===== config.mk =====
export PLATFORM = sky130hd
export DESIGN_NAME = uart_mmio_flat
export DESIGN_NICKNAME = d
export VERILOG_FILES = /design/src/rtl/uart_mmio_if.sv /design/src/rtl/uart_mmio.sv /design/src/flat_wrapper.sv
export SDC_FILE = /design/constraint.sdc
export NUM_CORES = 1
export LEC_CHECK = 0
export BUFFER_PORTS_ARGS = -buffer_cell sky130_fd_sc_hd__clkbuf_2
export CORE_ASPECT_RATIO = 0.6
export CORE_MARGIN = 2
export CORE_UTILIZATION = 40
export CTS_BUF_LIST = sky130_fd_sc_hd__clkbuf_4 sky130_fd_sc_hd__clkbuf_8 sky130_fd_sc_hd__clkbuf_16
export CTS_CLUSTER_SIZE = 40
export DETAILED_ROUTE_END_ITERATION = 12
export GPL_TIMING_DRIVEN = 0
export SETUP_SLACK_MARGIN = 0.1
export SYNTH_ARGS = -nofsm -noshare
export SYNTH_HDL_FRONTEND = slang
export SYNTH_SLANG_ARGS = --single-unit
export TNS_END_PERCENT = 50

===== constraint.sdc =====
create_clock -name clk -period 5.6 [get_ports clk]
set_input_delay 0.56 -clock clk [delete_from_list [all_inputs] [get_ports clk]]
set_output_delay 0.56 -clock clk [all_outputs]
set_load 0.05 [all_outputs]

===== src/rtl/uart_mmio_if.sv =====
// CPU memory-bus slave port for uart_mmio: chip select, byte strobes,
// word address, write/read data and the single-cycle ready acknowledge.
interface uart_mmio_if;
  logic        cs;
  logic [3:0]  we;
  logic [1:0]  addr;
  logic [31:0] wdata;
  logic [31:0] rdata;
  logic        ready;

  modport master (output cs, we, addr, wdata, input rdata, ready);
  modport slave  (input cs, we, addr, wdata, output rdata, ready);
endinterface


===== src/rtl/uart_mmio.sv =====
// Memory-mapped 8N1 UART: TX FIFO feeding a serializer on txd, a one-byte
// buffered receiver on rxd, and DATA/STATUS/DIV registers on a bus whose
// ready is acknowledged one cycle after chip select.
module uart_mmio #(
  parameter int CLK_HZ   = 25_000_000,
  parameter int BAUD     = 115200,
  parameter int TX_DEPTH = 16
) (
  input  logic       clk,
  input  logic       rst_n,
  uart_mmio_if.slave bus,
  input  logic       rxd,
  output logic       txd
);

  localparam int          AW        = $clog2(TX_DEPTH);
  localparam logic [15:0] DIV_RESET = 16'(CLK_HZ / BAUD);
  localparam logic [15:0] DIV_MIN   = 16'd4;
  localparam logic [AW:0] PTR_ONE   = (AW + 1)'(1);

  typedef enum logic [1:0] {ST_IDLE, ST_START, ST_DATA, ST_STOP} uart_state_t;

  // Bus side
  logic        ready_q;
  logic [31:0] rdata_q;
  logic        rd_valid_q;
  logic [31:0] rd_mux;
  logic        bus_rd, bus_wr;
  logic        push, data_pop, div_wr, st_wr;
  logic [15:0] divisor;

  // TX FIFO
  logic [7:0]  fifo_mem [TX_DEPTH];
  logic [AW:0] wr_ptr, rd_ptr;
  logic        tx_full, tx_empty;
  logic [7:0]  fifo_head;

  // TX serializer
  uart_state_t tx_state, tx_state_d;
  logic [15:0] tx_cnt, tx_cnt_d, tx_div, tx_div_d;
  logic [2:0]  tx_bit, tx_bit_d;
  logic [7:0]  tx_shift, tx_shift_d;
  logic        txd_q, txd_d;
  logic        tx_pop, tx_bit_end, tx_busy;

  // RX deserializer
  logic [1:0]  rx_sync;
  logic        rx_s, rx_prev;
  uart_state_t rx_state, rx_state_d;
  logic [15:0] rx_cnt, rx_cnt_d, rx_div, rx_div_d;
  logic [2:0]  rx_bit, rx_bit_d;
  logic [7:0]  rx_shift, rx_shift_d;
  logic        rx_done, rx_stop_ok;
  logic        rx_valid, overrun, frame_err;
  logic [7:0]  rx_byte;

  logic unused_bits;
  assign unused_bits = ^bus.wdata[31:16];

  // Side effects happen only in the ready cycle, so each transaction acts once.
  assign bus_rd   = ready_q && bus.cs && (bus.we == 4'b0000);
  assign bus_wr   = ready_q && bus.cs && (bus.we != 4'b0000);
  assign push     = bus_wr && (bus.addr == 2'd0) && bus.we[0] && !tx_full;
  assign data_pop = bus_rd && (bus.addr == 2'd0) && rd_valid_q;
  assign div_wr   = bus_wr && (bus.addr == 2'd2) && (bus.we[1:0] == 2'b11);
  assign st_wr    = bus_wr && (bus.addr == 2'd1) && bus.we[0];

  assign bus.ready = ready_q;
  assign bus.rdata = rdata_q;
  assign txd       = txd_q;
  assign tx_busy   = (tx_state != ST_IDLE);

  // Register read multiplexer.
  always_comb begin
    // NOTE: every combinational output gets a default first; a path that
    // leaves one unassigned would otherwise infer a latch.
    rd_mux = '0;
    case (bus.addr)
      2'd0:    if (rx_valid) rd_mux = {1'b1, 23'b0, rx_byte};
      2'd1:    rd_mux = {26'b0, frame_err, tx_busy, overrun, rx_valid, tx_empty, tx_full};
      2'd2:    rd_mux = {16'b0, divisor};
      default: rd_mux = '0;
    endcase
  end

  // Bus acknowledge and registered read data.
  always_ff @(posedge clk or negedge rst_n) begin
    // NOTE: state uses non-blocking assignments so every flop samples
    // pre-edge values regardless of statement or block order.
    if (!rst_n) begin
      ready_q    <= 1'b0;
      rdata_q    <= '0;
      rd_valid_q <= 1'b0;
    end else begin
      ready_q    <= bus.cs && !ready_q;
      rdata_q    <= (bus.cs && !ready_q && bus.we == 4'b0000) ? rd_mux : '0;
      // Remember whether the DATA read actually returned a byte; only then may it consume it.
      rd_valid_q <= bus.cs && !ready_q && (bus.we == 4'b0000) && (bus.addr == 2'd0) && rx_valid;
    end
  end

  // Baud divisor register, clamped to the shortest workable bit time.
  always_ff @(posedge clk or negedge rst_n) begin
    if (!rst_n) divisor <= DIV_RESET;
    else if (div_wr) divisor <= (bus.wdata[15:0] < DIV_MIN) ? DIV_MIN : bus.wdata[15:0];
  end

  // TX FIFO storage.
  always_ff @(posedge clk) begin
    // NOTE: the array is deliberately not reset; the pointers alone decide
    // which entries are valid, and a reset-less array can map onto RAM.
    if (push) fifo_mem[wr_ptr[AW-1:0]] <= bus.wdata[7:0];
  end

  // TX FIFO pointers; an extra wrap bit distinguishes full from empty.
  always_ff @(posedge clk or negedge rst_n) begin
    if (!rst_n) begin
      wr_ptr <= '0;
      rd_ptr <= '0;
    end else begin
      if (push)   wr_ptr <= wr_ptr + PTR_ONE;
      if (tx_pop) rd_ptr <= rd_ptr + PTR_ONE;
    end
  end

  assign tx_empty  = (wr_ptr == rd_ptr);
  assign tx_full   = (wr_ptr[AW] != rd_ptr[AW]) && (wr_ptr[AW-1:0] == rd_ptr[AW-1:0]);
  assign fifo_head = fifo_mem[rd_ptr[AW-1:0]];

  assign tx_bit_end = (tx_cnt == tx_div - 16'd1);

  // TX next-state: one bit time per state, chaining frames with no idle gap.
  always_comb begin
    tx_state_d = tx_state;
    tx_cnt_d   = tx_cnt + 16'd1;
    tx_bit_d   = tx_bit;
    tx_shift_d = tx_shift;
    tx_div_d   = tx_div;
    txd_d      = txd_q;
    tx_pop     = 1'b0;
    case (tx_state)
      ST_IDLE: begin
        tx_cnt_d = '0;
        if (!tx_empty) begin
          tx_pop     = 1'b1;
          tx_shift_d = fifo_head;
          tx_div_d   = divisor;
          txd_d      = 1'b0;
          tx_state_d = ST_START;
        end
      end
      ST_START: if (tx_bit_end) begin
        tx_cnt_d   = '0;
        tx_bit_d   = '0;
        txd_d      = tx_shift[0];
        tx_state_d = ST_DATA;
      end
      ST_DATA: if (tx_bit_end) begin
        tx_cnt_d = '0;
        if (tx_bit == 3'd7) begin
          txd_d      = 1'b1;
          tx_state_d = ST_STOP;
        end else begin
          tx_shift_d = tx_shift >> 1;
          txd_d      = tx_shift[1];
          tx_bit_d   = tx_bit + 3'd1;
        end
      end
      ST_STOP: if (tx_bit_end) begin
        tx_cnt_d = '0;
        if (!tx_empty) begin
          tx_pop     = 1'b1;
          tx_shift_d = fifo_head;
          tx_div_d   = divisor;
          txd_d      = 1'b0;
          tx_state_d = ST_START;
        end else begin
          tx_state_d = ST_IDLE;
        end
      end
      default: tx_state_d = ST_IDLE;
    endcase
  end

  // TX state register; txd is registered so the line never glitches.
  always_ff @(posedge clk or negedge rst_n) begin
    if (!rst_n) begin
      tx_state <= ST_IDLE;
      tx_cnt   <= '0;
      tx_bit   <= '0;
      tx_shift <= '0;
      tx_div   <= DIV_RESET;
      txd_q    <= 1'b1;
    end else begin
      tx_state <= tx_state_d;
      tx_cnt   <= tx_cnt_d;
      tx_bit   <= tx_bit_d;
      tx_shift <= tx_shift_d;
      tx_div   <= tx_div_d;
      txd_q    <= txd_d;
    end
  end

  // Two-flop synchronizer for the asynchronous serial input, idling high.
  always_ff @(posedge clk or negedge rst_n) begin
    if (!rst_n) begin
      rx_sync <= 2'b11;
      rx_prev <= 1'b1;
    end else begin
      rx_sync <= {rx_sync[0], rxd};
      rx_prev <= rx_s;
    end
  end

  assign rx_s = rx_sync[1];

  // RX next-state: sample mid-bit, rejecting starts that do not last half a bit.
  always_comb begin
    rx_state_d = rx_state;
    rx_cnt_d   = rx_cnt + 16'd1;
    rx_bit_d   = rx_bit;
    rx_shift_d = rx_shift;
    rx_div_d   = rx_div;
    rx_done    = 1'b0;
    rx_stop_ok = 1'b0;
    case (rx_state)
      ST_IDLE: begin
        rx_cnt_d = '0;
        if (rx_prev && !rx_s) begin
          rx_div_d   = divisor;
          rx_state_d = ST_START;
        end
      end
      ST_START: if (rx_cnt == {1'b0, rx_div[15:1]} - 16'd1) begin
        rx_cnt_d   = '0;
        rx_bit_d   = '0;
        rx_state_d = rx_s ? ST_IDLE : ST_DATA;
      end
      ST_DATA: if (rx_cnt == rx_div - 16'd1) begin
        rx_cnt_d   = '0;
        rx_shift_d = {rx_s, rx_shift[7:1]};
        if (rx_bit == 3'd7) rx_state_d = ST_STOP;
        else                rx_bit_d   = rx_bit + 3'd1;
      end
      ST_STOP: if (rx_cnt == rx_div - 16'd1) begin
        rx_cnt_d   = '0;
        rx_done    = 1'b1;
        rx_stop_ok = rx_s;
        rx_state_d = ST_IDLE;
      end
      default: rx_state_d = ST_IDLE;
    endcase
  end

  // RX state register.
  always_ff @(posedge clk or negedge rst_n) begin
    if (!rst_n) begin
      rx_state <= ST_IDLE;
      rx_cnt   <= '0;
      rx_bit   <= '0;
      rx_shift <= '0;
      rx_div   <= DIV_RESET;
    end else begin
      rx_state <= rx_state_d;
      rx_cnt   <= rx_cnt_d;
      rx_bit   <= rx_bit_d;
      rx_shift <= rx_shift_d;
      rx_div   <= rx_div_d;
    end
  end

  // Receive buffer and sticky error flags; a completing byte beats a concurrent read-clear.
  always_ff @(posedge clk or negedge rst_n) begin
    if (!rst_n) begin
      rx_byte   <= '0;
      rx_valid  <= 1'b0;
      overrun   <= 1'b0;
      frame_err <= 1'b0;
    end else begin
      if (rx_done && rx_stop_ok && (!rx_valid || data_pop)) begin
        rx_byte  <= rx_shift;
        rx_valid <= 1'b1;
      end else if (data_pop) begin
        rx_valid <= 1'b0;
      end

      if (rx_done && rx_stop_ok && rx_valid && !data_pop) overrun <= 1'b1;
      else if (st_wr && bus.wdata[3])                     overrun <= 1'b0;

      if (rx_done && !rx_stop_ok)           frame_err <= 1'b1;
      else if (st_wr && bus.wdata[5])       frame_err <= 1'b0;
    end
  end

endmodule


===== src/flat_wrapper.sv =====
// flat-port wrapper written by rule: the top's interface ports become plain ports
module uart_mmio_flat 
#(
  parameter int CLK_HZ   = 25_000_000,
  parameter int BAUD     = 115200,
  parameter int TX_DEPTH = 16
)
  (clk, rst_n, rxd, txd, bus_cs, bus_we, bus_addr, bus_wdata, bus_rdata, bus_ready);
  uart_mmio_if bus_i ();
  input  logic clk;
  input  logic rst_n;
  input  logic rxd;
  output logic txd;
  input wire logic [$bits(bus_i.cs)-1:0] bus_cs;
  input wire logic [$bits(bus_i.we)-1:0] bus_we;
  input wire logic [$bits(bus_i.addr)-1:0] bus_addr;
  input wire logic [$bits(bus_i.wdata)-1:0] bus_wdata;
  output wire logic [$bits(bus_i.rdata)-1:0] bus_rdata;
  output wire logic [$bits(bus_i.ready)-1:0] bus_ready;
  assign bus_i.cs = bus_cs;
  assign bus_i.we = bus_we;
  assign bus_i.addr = bus_addr;
  assign bus_i.wdata = bus_wdata;
  assign bus_rdata = bus_i.rdata;
  assign bus_ready = bus_i.ready;
  uart_mmio #(.CLK_HZ(CLK_HZ), .BAUD(BAUD), .TX_DEPTH(TX_DEPTH)) u_core (.clk(clk), .rst_n(rst_n), .bus(bus_i), .rxd(rxd), .txd(txd));
endmodule

==> results of run 1 <==
==> cell type report <==
type                    count  area (sq um)
clock buffers              31         718.2
flip-flops and latches    278          7621
plain buffers              62         344.1
fillers                  2962         17540
repair buffers             46         269.0
well taps                 424         530.5
clock inverters            19         156.4
multi-input cells         645          5300
inverters                  16         60.06
==> timing repair <==
item | 4_1_cts | 5_1_grt
gates resized for setup | 0 | 0
hold buffers | 1 | 0
hold endpoints to repair | 39 | 0
==> how the worst max path moves through the flow <==
| stage | cells past startpoint | slack (ns) | to |
|---|---|---|---|
| 2_1_floorplan | 12 | 2.25 | u_core.tx_div[10] |
| 3_3_place_gp | 1 | 1.26 | u_core.rx_cnt[11] |
| 3_5_place_dp | 10 | 1.53 | u_core.rx_cnt[7] |
| 4_1_cts | 10 | 1.53 | u_core.rx_cnt[10] |
| 5_1_grt | 10 | 1.12 | u_core.rx_cnt[7] |
| 6_report | 10 | 1.48 | u_core.rx_cnt[10] |
==> routing by layer <==
| metal | track usage (%) | part of all wire [%] |
|---|---|---|
| met1 | 30.74 | 53 |
| met2 | 22.65 | 39 |
| met3 | 3.025 | 5.6 |
| met4 | 3.094 | 1.8 |
| met5 | 0 | 0 |
==> registers in the layout (all words and copies together), names as in the netlist, 16 cells and up, named ones only <==
| register | cells |
|---|---|
| u_core.fifo_mem | 128 |
| u_core.rx_div | 16 |
| u_core.tx_div | 16 |
| u_core.tx_cnt | 16 |
| u_core.rx_cnt | 16 |
| u_core.bus.rdata | 17 |
| u_core.divisor | 16 |
==> Yosys cell counts (all sizes together), types with 3 or more instances <==
cell type  count
xnor2         51
nor3          22
nor4b          6
nand2b        12
or3b           3
and3          10
or4            8
nand4b         3
dfstp         19
nand2         37
and2           9
nand4         14
xor2          46
mux2i          9
mux2          74
or2            7
ha            19
nand3b         4
o31ai          7
buf           24
or3            8
mux4          40
a22oi          6
edfxtp       128
nor3b          3
a21oi         17
inv           16
o211ai         5
a211oi         3
a22o           7
clkbuf        37
nand3         32
nor2b         17
nor4          14
a31oi          8
dfrtp        131
o21ai         21
nor2          82
==> worst register-to-register path, stage by stage (launching register included) <==
cell and delay (ns):
sky130_fd_sc_hd__dfstp_2 0.36, sky130_fd_sc_hd__clkbuf_1 0.23, sky130_fd_sc_hd__nor4_1 1.03, sky130_fd_sc_hd__nand4_1 0.24, sky130_fd_sc_hd__nor3_1 0.22, sky130_fd_sc_hd__a31oi_1 0.07, sky130_fd_sc_hd__nor4_1 0.64, sky130_fd_sc_hd__a31oi_1 0.24
sky130_fd_sc_hd__a21oi_1 0.57, sky130_fd_sc_hd__buf_2 0.34, sky130_fd_sc_hd__nor2_1 0.07
==> where the power goes <==
| part | internal (uW) | total, uW | switching, uW |
|---|---|---|---|
| Combinational | 511 | 1310 | 796 |
| Clock | 1010 | 1810 | 799 |
| Sequential | 2260 | 2400 | 137 |
| Total | 3780 | 5520 | 1730 |
==> metrics by stage <==
stage / hold slack, ns / power [uW] / worst slack [ns]
after detailed placement: 0.3472 / 3715 / 1.534
final: 0.08125 / 5516 / 1.477
after global routing: 0.06755 / 5789 / 1.119
after global placement: 0.3458 / 3691 / 1.264
after floorplan: 0.2644 / 3369 / 2.250
after CTS: 0.06192 / 5532 / 1.533
==> logic make-up after synthesis <==
family / synth area share [%]
buffers and inverters: 3.046
DFF: 57.44
AOI/OAI and AO/OA: 5.310
xor gates and xnor gates: 6.403
and+or+nand+nor: 11.98
muxes: 14.00
other: 0.02826
adders and majority gates: 1.792
==> metrics, run 1 <==
worst slew margin relative to its limit 11.89%; Clk Tree Root Cell sky130_fd_sc_hd__clkbuf_16; pin count of the biggest net entering global routing 111; filler-free cell count of the finished design 1521; initial standard-cell utilization of the core 40.77%; Top-Level Pins 76; commonest cells after routing, fill and taps aside sky130_fd_sc_hd__dfrtp_1 (131), sky130_fd_sc_hd__edfxtp_1 (128), sky130_fd_sc_hd__nor2_1 (82); post-synthesis sequential area ratio 57.44%; cell taking the most area after synthesis sky130_fd_sc_hd__edfxtp_1; post-route cell area 15000 sq um; endpoint of the worst register-to-register path u_core.rx_cnt[10]; Hold Path Depth 1; Post-Route Skew 0.01285 ns; final routed wirelength across all metal layers 30270 um; Peak supply drop 0.0002435 V; warnings from Yosys 0; max-cap viol count 0; number of enable flip-flop cells after synthesis 128; DRT iter0 DRCs 732; maximum buffer depth of the clock tree 3; Arr. time, crit path 4.56 ns; Critical Path Max Stage Delay 1.03 ns; Routability Congestion 0.8440; reg2reg path depth 10; ant diodes 0; nature of the critical path endpoint flip-flop; leading cell types by total area after synthesis sky130_fd_sc_hd__edfxtp_1 (29%), sky130_fd_sc_hd__dfrtp_1 (25%), sky130_fd_sc_hd__mux4_2 (6.8%); worst hold path startpoint rxd; average cell area after synthesis 13.44 sq um; crit path cell chain clkbuf_1 > nor4_1 > nand4_1 > nor3_1 > a31oi_1 > nor4_1 > a31oi_1 > a21oi_1 > buf_2 > nor2_1; Worst R2R Setup Slack 1.48 ns; Die H 145.1 um; gate count of the mapped netlist 987; crit path from u_core.rx_div[6]; sink count of the clock tree 278; setup violation total in the final timing report 0; maximum frequency from static timing analysis 242.6 MHz; setup TNS 0 ns; portion of synthesized cell area occupied by the leading cell type 28.97%; status finished clean; core footprint 32540 sq um; slew at the pin closest to its max-slew limit 1.312 ns; horizontal die dimension 239.1 um; Max FO, Critical Path 10; required time of the critical path 6.04 ns; worst flop-to-flop path startpoint u_core.rx_div[6]; clock tree from TritonCTS built; ratio of final minimum period to clock period 73.62%; placed instance count 1470; number of library cell types mapped by synthesis 75; commonest non-fill, non-tap cell in the layout sky130_fd_sc_hd__dfrtp_1; final layout net count 1137; share of async-settable or async-resettable flops after synthesis 53.96%; category of the worst setup path launch point flip-flop; start-to-end type of the worst setup path reg2reg; Total Routing Usage GR 17.75%; die area 34690 sq um; pwr dens 367.7 nW/um^2; ANT nets after route 0; cell class contributing the biggest share of worst-path delay simple AND/OR/NAND/NOR gates; fin crit period 4.123 ns; kind of path behind the tightest hold check in2reg; P&R area growth vs syn 13.05%; # DRC 0; dominant synthesized flop cell sky130_fd_sc_hd__dfrtp_1; via count of the first global-routing pass 7756; final slew viol count 0; final core area utilization 46.09%; unrepaired setup endpoints after global routing false; total via count after detailed routing 8223; share of layout cells above drive strength 1 24.43%; clock transition at the register clock pins on the worst setup and hold paths after CTS 0.06 ns; netlist area before placement 13270 sq um; average wire per standard cell 19.90 um; number of buffers inserted by post-CTS setup repair 0; detailed-route vias per instance 5.406; number of H-tree levels 1; number of placement rows 51; placed wire-length estimate 21560 um; number of storage elements in the synthesis netlist 278; slowest CP cell sky130_fd_sc_hd__nor4_1; total of buffers placed on input and output ports 43; Overflow after GRT 0; clk_lat worst skew 0.56 ns; number of failing hold endpoints at the final stage 0; number of buffers created by CTS 27; first-pass GRT wire length 47210 um; instance area after placement 14110 sq um; number of search-and-repair iterations in the first detailed-routing pass 7; combined buffer and inverter count along the critical path 2; Hold Path Sink u_core.rx_sync[0]; number of antenna violations at the first check in global routing 1; reported leakage power 0.005959 uW
(Power assumes the default switching activity.)
==> run 2: changes to the inputs <==
- clock period: 5.6 -> 3.7 ns (I/O delays scaled with it)
==> run 2 against run 1 <==
Net effect: combinational power up 54%; clock skew down 0.0011 ns; register-to-register slack worse by 1.3 ns; largest cell class unchanged; largest power group unchanged.
==> metrics, run 2 (same netlist as run 1, synthesis figures left out) <==
final slew viol count 0 (unchanged); number of flip-flops under the largest register name 128 (unchanged); slew at the pin closest to its max-slew limit 0.9324 ns (-0.3792 ns); crit path to u_core.tx_div[10]; Arr. time, crit path 3.93 ns (-0.63 ns); final routed wirelength across all metal layers 30630 um (+1.2%); fraction of power consumed by combinational cells 24.1% (+0.4 points); reported leakage power 0.006087 uW (+2.2%); fin crit period 3.495 ns (-0.6278 ns); final layout net count 1154 (+1.5%); Worst R2R Setup Slack 0.21 ns (-1.27 ns); pwr dens 552.1 nW/um^2 (+50%); Peak supply drop 0.0003686 V (+51%); number of H-tree levels 1 (unchanged); Critical Path Max Stage Delay 0.50 ns (-0.53 ns); total via count after detailed routing 8294 (+0.86%); commonest cells after routing, fill and taps aside sky130_fd_sc_hd__dfrtp_1 (130), sky130_fd_sc_hd__edfxtp_1 (128), sky130_fd_sc_hd__nor2_1 (82); maximum frequency from static timing analysis 286.1 MHz (+18%); category of the worst setup path launch point flip-flop; fraction of power consumed by sequential logic 43.3% (about the same); sink count of the clock tree 278 (unchanged); first-pass GRT wire length 47330 um (+0.25%); worst slew margin relative to its limit 37.61% (+26 points); required time of the critical path 4.14 ns (-1.90 ns); routed length on met1 16290 um (+0.87%); detailed-route vias per instance 5.393 (-0.25%); # DRC 0 (unchanged); ant diodes 0 (unchanged); area of all sequential standard cells 7622 sq um (about the same); clock share of power 32.6% (-0.3 points); clock tree from TritonCTS built; wire length on met3 1795 um (+5.2%); Die H 145.1 um (unchanged); Post-Route Skew 0.01176 ns (-0.001083 ns); reg2reg path depth 12 (+2); P&R area growth vs syn 14.83%; number of placement rows 51 (unchanged); # fillers 2938 (-0.81%); crit path from u_core.tx_div[1]; horizontal die dimension 239.1 um (unchanged); Top-Level Pins 76 (unchanged); Overflow after GRT 0 (unchanged); share of layout cells above drive strength 1 26.84% (+2.4 points); number of buffers created by CTS 27 (unchanged); slowest CP cell sky130_fd_sc_hd__or4b_4; die area 34690 sq um (unchanged); ANT nets after route 0 (unchanged); crit path cell chain inv_2 > ha_4 > or4b_4 > nor4b_4 > mux2i_1 > or3b_4 > a211oi_4 > a21boi_2 > or2_1 > buf_6 > clkbuf_16 > mux2_4; Total Routing Usage GR 17.79% (+0.038 points); unrepaired setup endpoints after global routing true; average wire per standard cell 19.91 um (about the same); highest metal layer with signal wires met4; setup violation total in the final timing report 0 (unchanged); cell internal pwr 5758 uW (+52%); Max FO, Critical Path 6 (-4); maximum buffer depth of the clock tree 3 (unchanged); final core area utilization 46.82% (+0.73 points); initial standard-cell utilization of the core 40.77% (unchanged); wire length on met2 12050 um (+1.5%); net load switching power 2654 uW (+53%); nature of the critical path endpoint flip-flop; worst flop-to-flop path startpoint u_core.tx_div[1]; number of search-and-repair iterations in the first detailed-routing pass 5 (-2); commonest non-fill, non-tap cell in the layout sky130_fd_sc_hd__dfrtp_1; total of buffers placed on input and output ports 43 (unchanged); max-cap viol count 0 (unchanged); number of failing hold endpoints at the final stage 0 (unchanged); core footprint 32540 sq um (unchanged); Final Total Pwr 8412 uW (+52%); DRT iter0 DRCs 694 (-5.2%); ratio of final minimum period to clock period 94.45% (+21 points); Clk Tree Root Cell sky130_fd_sc_hd__clkbuf_16; via count of the first global-routing pass 7764 (+0.10%); clock transition at the register clock pins on the worst setup and hold paths after CTS 0.07 ns (about the same); switching portion of total power 31.55% (+0.16 points); start-to-end type of the worst setup path reg2reg; kind of path behind the tightest hold check in2reg; clk_lat worst skew 0.56 ns (about the same); Routability Congestion 0.8440 (unchanged); pin count of the biggest net entering global routing 111 (unchanged); endpoint of the worst register-to-register path u_core.tx_div[10]; area of the multi-input gates 5375 sq um (+1.4%); number of antenna violations at the first check in global routing 1 (unchanged); placed wire-length estimate 21560 um (unchanged); status finished clean
==> run 2: cell count changes in the layout (fill, tap and decap cells not counted), moves of 2 or more <==
cell                       delta
sky130_fd_sc_hd__buf_4       +16
sky130_fd_sc_hd__clkbuf_1     -3
sky130_fd_sc_hd__clkbuf_2     +2
sky130_fd_sc_hd__ha_1         -2
sky130_fd_sc_hd__inv_1        -2
sky130_fd_sc_hd__inv_2        +2
sky130_fd_sc_hd__nor3_1       -3
sky130_fd_sc_hd__nor3_2       +2
sky130_fd_sc_hd__nor4_1       -3
sky130_fd_sc_hd__nor4_2       +2
==> run 2: repair_timing <==
item / CTS / global route
setup buffers: 1 / 15
pin swaps: 6 / 8
gates resized for setup: 12 / 10
endpoints found under the setup margin: 106 / 57
hold endpoints to repair: 40 / 0
hold buffers: 2 / 0
gates cloned: 0 / 1
==> run 2: critical path, delay by kind of cell, from the launching register on <==
kind	cells	cell delay [ns]
AOI/OAI and AO/OA	2	0.49
DFF	1	0.43
buffers and inverters	3	0.37
muxes	2	0.41
and+or+nand+nor	4	1.56
adders and majority gates	1	0.12
==> run 2: how the worst min path moves through the flow <==
stage / start / to / slack [ns] / cells after the start
after CTS: bus_wdata[12] / u_core.divisor[12] / 0.05 / 2
after global routing: bus_wdata[12] / u_core.divisor[12] / 0.05 / 2
after floorplan: rst_n / async pin / 0.07 / 0
final: bus_wdata[12] / u_core.divisor[12] / 0.06 / 2
after global placement: u_core.rx_sync[0] / u_core.rx_sync[1] / 0.35 / 0
after detailed placement: rst_n / u_core.tx_shift[2] / 0.33 / 1
==> run 2: final cells by class <==
cell class                 count  area share, %
clock buffer                  31          4.714
clock inverter                19          1.027
sequential                   278          50.03
buffer                        61          2.267
tap                          424          3.482
multi-input combinational    645          35.28
inverter                      16         0.3942
timing repair buffer          64          2.809
==> run 2: metal layers <==
metal / vias up / global-route usage (%)
met5: - / 0
met3: 32 / 3.025
met1: 4207 / 30.74
met2: 205 / 22.78
li1: 3850 / -
met4: 0 / 3.094
==> run 2: per-stage QoR <==
step                hold WS [ns]  setup TNS [ns]  setup slack, ns  std cells  cell area (sq um)
finish                   0.06204               0           0.2052       1538              15240
CTS                      0.04574               0          0.06489       1523              15070
detailed placement        0.3267          -9.857          -0.3659       1470              14110
floorplan                0.07441               0           0.3499       1001              13320
global placement          0.3458          -69.81          -0.4463       1468              14070
global route             0.04961               0          0.07776       1538              15240
==> run 2: power by group through the flow <==
stage          clock, uW  sequential (uW)  combinational, uW
2_1_floorplan          0             3600               1500
3_3_place_gp           0             3680               1910
3_5_place_dp           0             3680               1940
4_1_cts             2800             3620               1980
5_1_grt             2930             3660               2240
6_report            2750             3640               2020
==> run 3: changes to the inputs <==
- CORE_ASPECT_RATIO: 0.6 -> 0.5
- clock period: 3.7 -> 4.27 ns (I/O delays scaled with it)
==> run 3 against run 2 <==
Net effect: sequential share of layout area rose by 0.51 points; clock power fell by 12%; via count shrank 0.68%; first-iteration DRC count down 9.4%; global-route usage is 0.67 points lower; maximum frequency is 12% lower; die area grew 0.11%; wire length down 5.1%; register-to-register slack gained 0.12 ns; cell count increased by 0.13%; clock skew rose by 0.0082 ns; critical endpoint is now u_core.tx_cnt[7]; largest cell class unchanged; largest power group unchanged.
==> metrics, run 3 (same netlist as run 1, synthesis figures left out) <==
Die H 132.8 um (-8.5%); average wire per standard cell 18.87 um (-5.2%); Global Route met3 Usage 3.659% (+0.63 points); fin crit period 3.949 ns (+0.4546 ns); cell class contributing the biggest share of worst-path delay simple AND/OR/NAND/NOR gates; number of H-tree levels 1 (unchanged); crit-path most repeated cell sky130_fd_sc_hd__clkbuf_1; number of buffers inserted by post-CTS setup repair 0 (-1); setup violation total in the final timing report 0 (unchanged); Critical Path Max Stage Delay 0.53 ns (+0.03 ns); total of buffers placed on input and output ports 43 (unchanged); core footprint 32870 sq um (+1.0%); crit path cell chain inv_1 > ha_1 > or4b_4 > nor4b_4 > mux2i_1 > or3b_4 > a211oi_1 > nand2_1 > nand2b_1 > clkbuf_1 > clkbuf_1 > nor2_1; Setup Slack @ Placement -0.02261 ns (+0.3433 ns); DRT iter0 DRCs 629 (-9.4%); combined buffer and inverter count along the critical path 3 (unchanged); P&R area growth vs syn 13.66%; # DRC 0 (unchanged); via count of the first global-routing pass 8272 (+6.5%); post-route cell area 15080 sq um (-1.0%); pwr dens 484.2 nW/um^2 (-12%); Peak supply drop 0.0003501 V (-5.0%); first-pass GRT wire length 46420 um (-1.9%); Final Total Pwr 7302 uW (-13%); Levels on crit path 12 (unchanged); # fillers 2928 (-0.34%); ANT nets after route 0 (unchanged); number of placement rows 47 (-7.8%); start-to-end type of the worst setup path reg2reg; required time of the critical path 4.68 ns (+0.54 ns); final slew viol count 0 (unchanged); final hold slack 0.1239 ns (+0.06184 ns); pin count of the biggest net entering global routing 85 (-23%); max-cap viol count 0 (unchanged); Top-Level Pins 76 (unchanged); Arr. time, crit path 4.36 ns (+0.43 ns); met2 Usage GRT 26.41% (+3.6 points); detailed-route vias per instance 5.349 (-0.80%); Total Routing Usage GR 17.12% (-0.67 points); total via count after detailed routing 8238 (-0.68%); clock transition at the register clock pins on the worst setup and hold paths after CTS 0.06 ns (about the same); placed wire-length estimate 20190 um (-6.4%); reg2reg path depth 12 (unchanged); area of the multi-input gates 5326 sq um (-0.91%); category of the worst setup path launch point flip-flop; Clk Tree Root Cell sky130_fd_sc_hd__clkbuf_16; slowest CP cell sky130_fd_sc_hd__or4b_4; Post-Route Skew 0.01994 ns (+0.008179 ns); instance area after placement 14130 sq um (+0.13%); kind of path behind the tightest hold check in2reg; clock tree from TritonCTS built; area of all sequential standard cells 7621 sq um (about the same); commonest cells after routing, fill and taps aside sky130_fd_sc_hd__dfrtp_1 (131), sky130_fd_sc_hd__edfxtp_1 (128), sky130_fd_sc_hd__nor2_1 (82); Overflow after GRT 0 (unchanged); layer carrying the most global-route usage met2; horizontal die dimension 261.6 um (+9.4%); final routed wirelength across all metal layers 29060 um (-5.1%); Routability Congestion 0.8773 (+3.9%); unrepaired setup endpoints after global routing true; setup TNS 0 ns (unchanged); smallest setup slack after layout 0.3206 ns (+0.1154 ns); ratio of final minimum period to clock period 92.49% (-2.0 points); commonest non-fill, non-tap cell in the layout sky130_fd_sc_hd__dfrtp_1; number of failing hold endpoints at the final stage 0 (unchanged); sink count of the clock tree 278 (unchanged); Hold Path Depth 2 (unchanged); Max FO, Critical Path 10 (+4); number of buffers created by CTS 27 (unchanged); initial standard-cell utilization of the core 40.36% (-0.41 points); number of flip-flops under the largest register name 128 (unchanged); die area 34730 sq um (+0.11%); maximum frequency from static timing analysis 253.2 MHz (-12%); worst slew margin relative to its limit 25.40% (-12 points); met1 demand-to-capacity share in global routing 24.82% (-5.9 points); nature of the critical path endpoint flip-flop; reported leakage power 0.005993 uW (-1.5%); share of layout cells above drive strength 1 25.05% (-1.8 points); status finished clean; number of antenna violations at the first check in global routing 0 (-1); number of search-and-repair iterations in the first detailed-routing pass 5 (unchanged); final layout net count 1138 (-1.4%); slew at the pin closest to its max-slew limit 1.115 ns (+0.1824 ns); maximum buffer depth of the clock tree 3 (unchanged); clk_lat worst skew 0.57 ns (about the same)
[run 3: cell types whose count changed in the layout (fill, tap and decap cells not counted), sizes merged]
| cell | previous run | this run |
|---|---|---|
| buf | 42 | 26 |
| clkinvlp | 5 | 2 |
| clkbuf | 111 | 115 |
| inv | 18 | 17 |
| diode | 0 | 1 |
[run 3: report_power, final]
group          switching, uW  total (uW)  internal [uW]
combinational           1060        1740            676
sequential               166        3130           2960
clock                   1060        2430           1370
total                   2290        7300           5010
[run 3: stage by stage]
stage / std cells / util (%)
after floorplan: 1001 / -
after global placement: 1485 / 42.85
after detailed placement: 1487 / 42.98
after CTS: 1539 / 45.80
after global routing: 1539 / 45.87
final: 1540 / 45.88
[run 3: path summary, 6_finish.rpt]
check / startpoint / endpoint / slack, ns
worst max register to register: u_core.tx_div[1] / u_core.tx_cnt[7] / 0.32
max in group asynchronous: rst_n / u_core.rx_sync[1] / 3.01
worst min-delay path: bus_wdata[13] / u_core.divisor[13] / 0.12
min in group asynchronous: rst_n / u_core.tx_shift[0] / 0.42
worst min register to register: u_core.rx_sync[0] / u_core.rx_sync[1] / 0.36
worst max-delay path: u_core.tx_div[1] / u_core.tx_cnt[7] / 0.32
[run 3: final cells by class]
class	instances	share of cell area [%]
Timing Repair Buffer	47	1.834
Clock inverter	15	0.9956
Sequential cell	278	50.54
Buffer	62	2.282
Tap cell	441	3.659
Inverter	16	0.3982
Multi-Input combinational cell	645	35.32
Clock buffer	35	4.961
Antenna cell	1	0.01659
[run 3: layer usage]
metal	vias up	routed length [um]
met3	45	1467
met5	-	0
met2	197	13210
met4	0	626
li1	3800	-
met1	4196	13760
[run 3: what timing repair did]
item / 4_1_cts / 5_1_grt
endpoints found under the hold margin: 57 / 0
hold buffers: 2 / 0
endpoints found under the setup margin: 24 / 141
gates resized for setup: 2 / 3
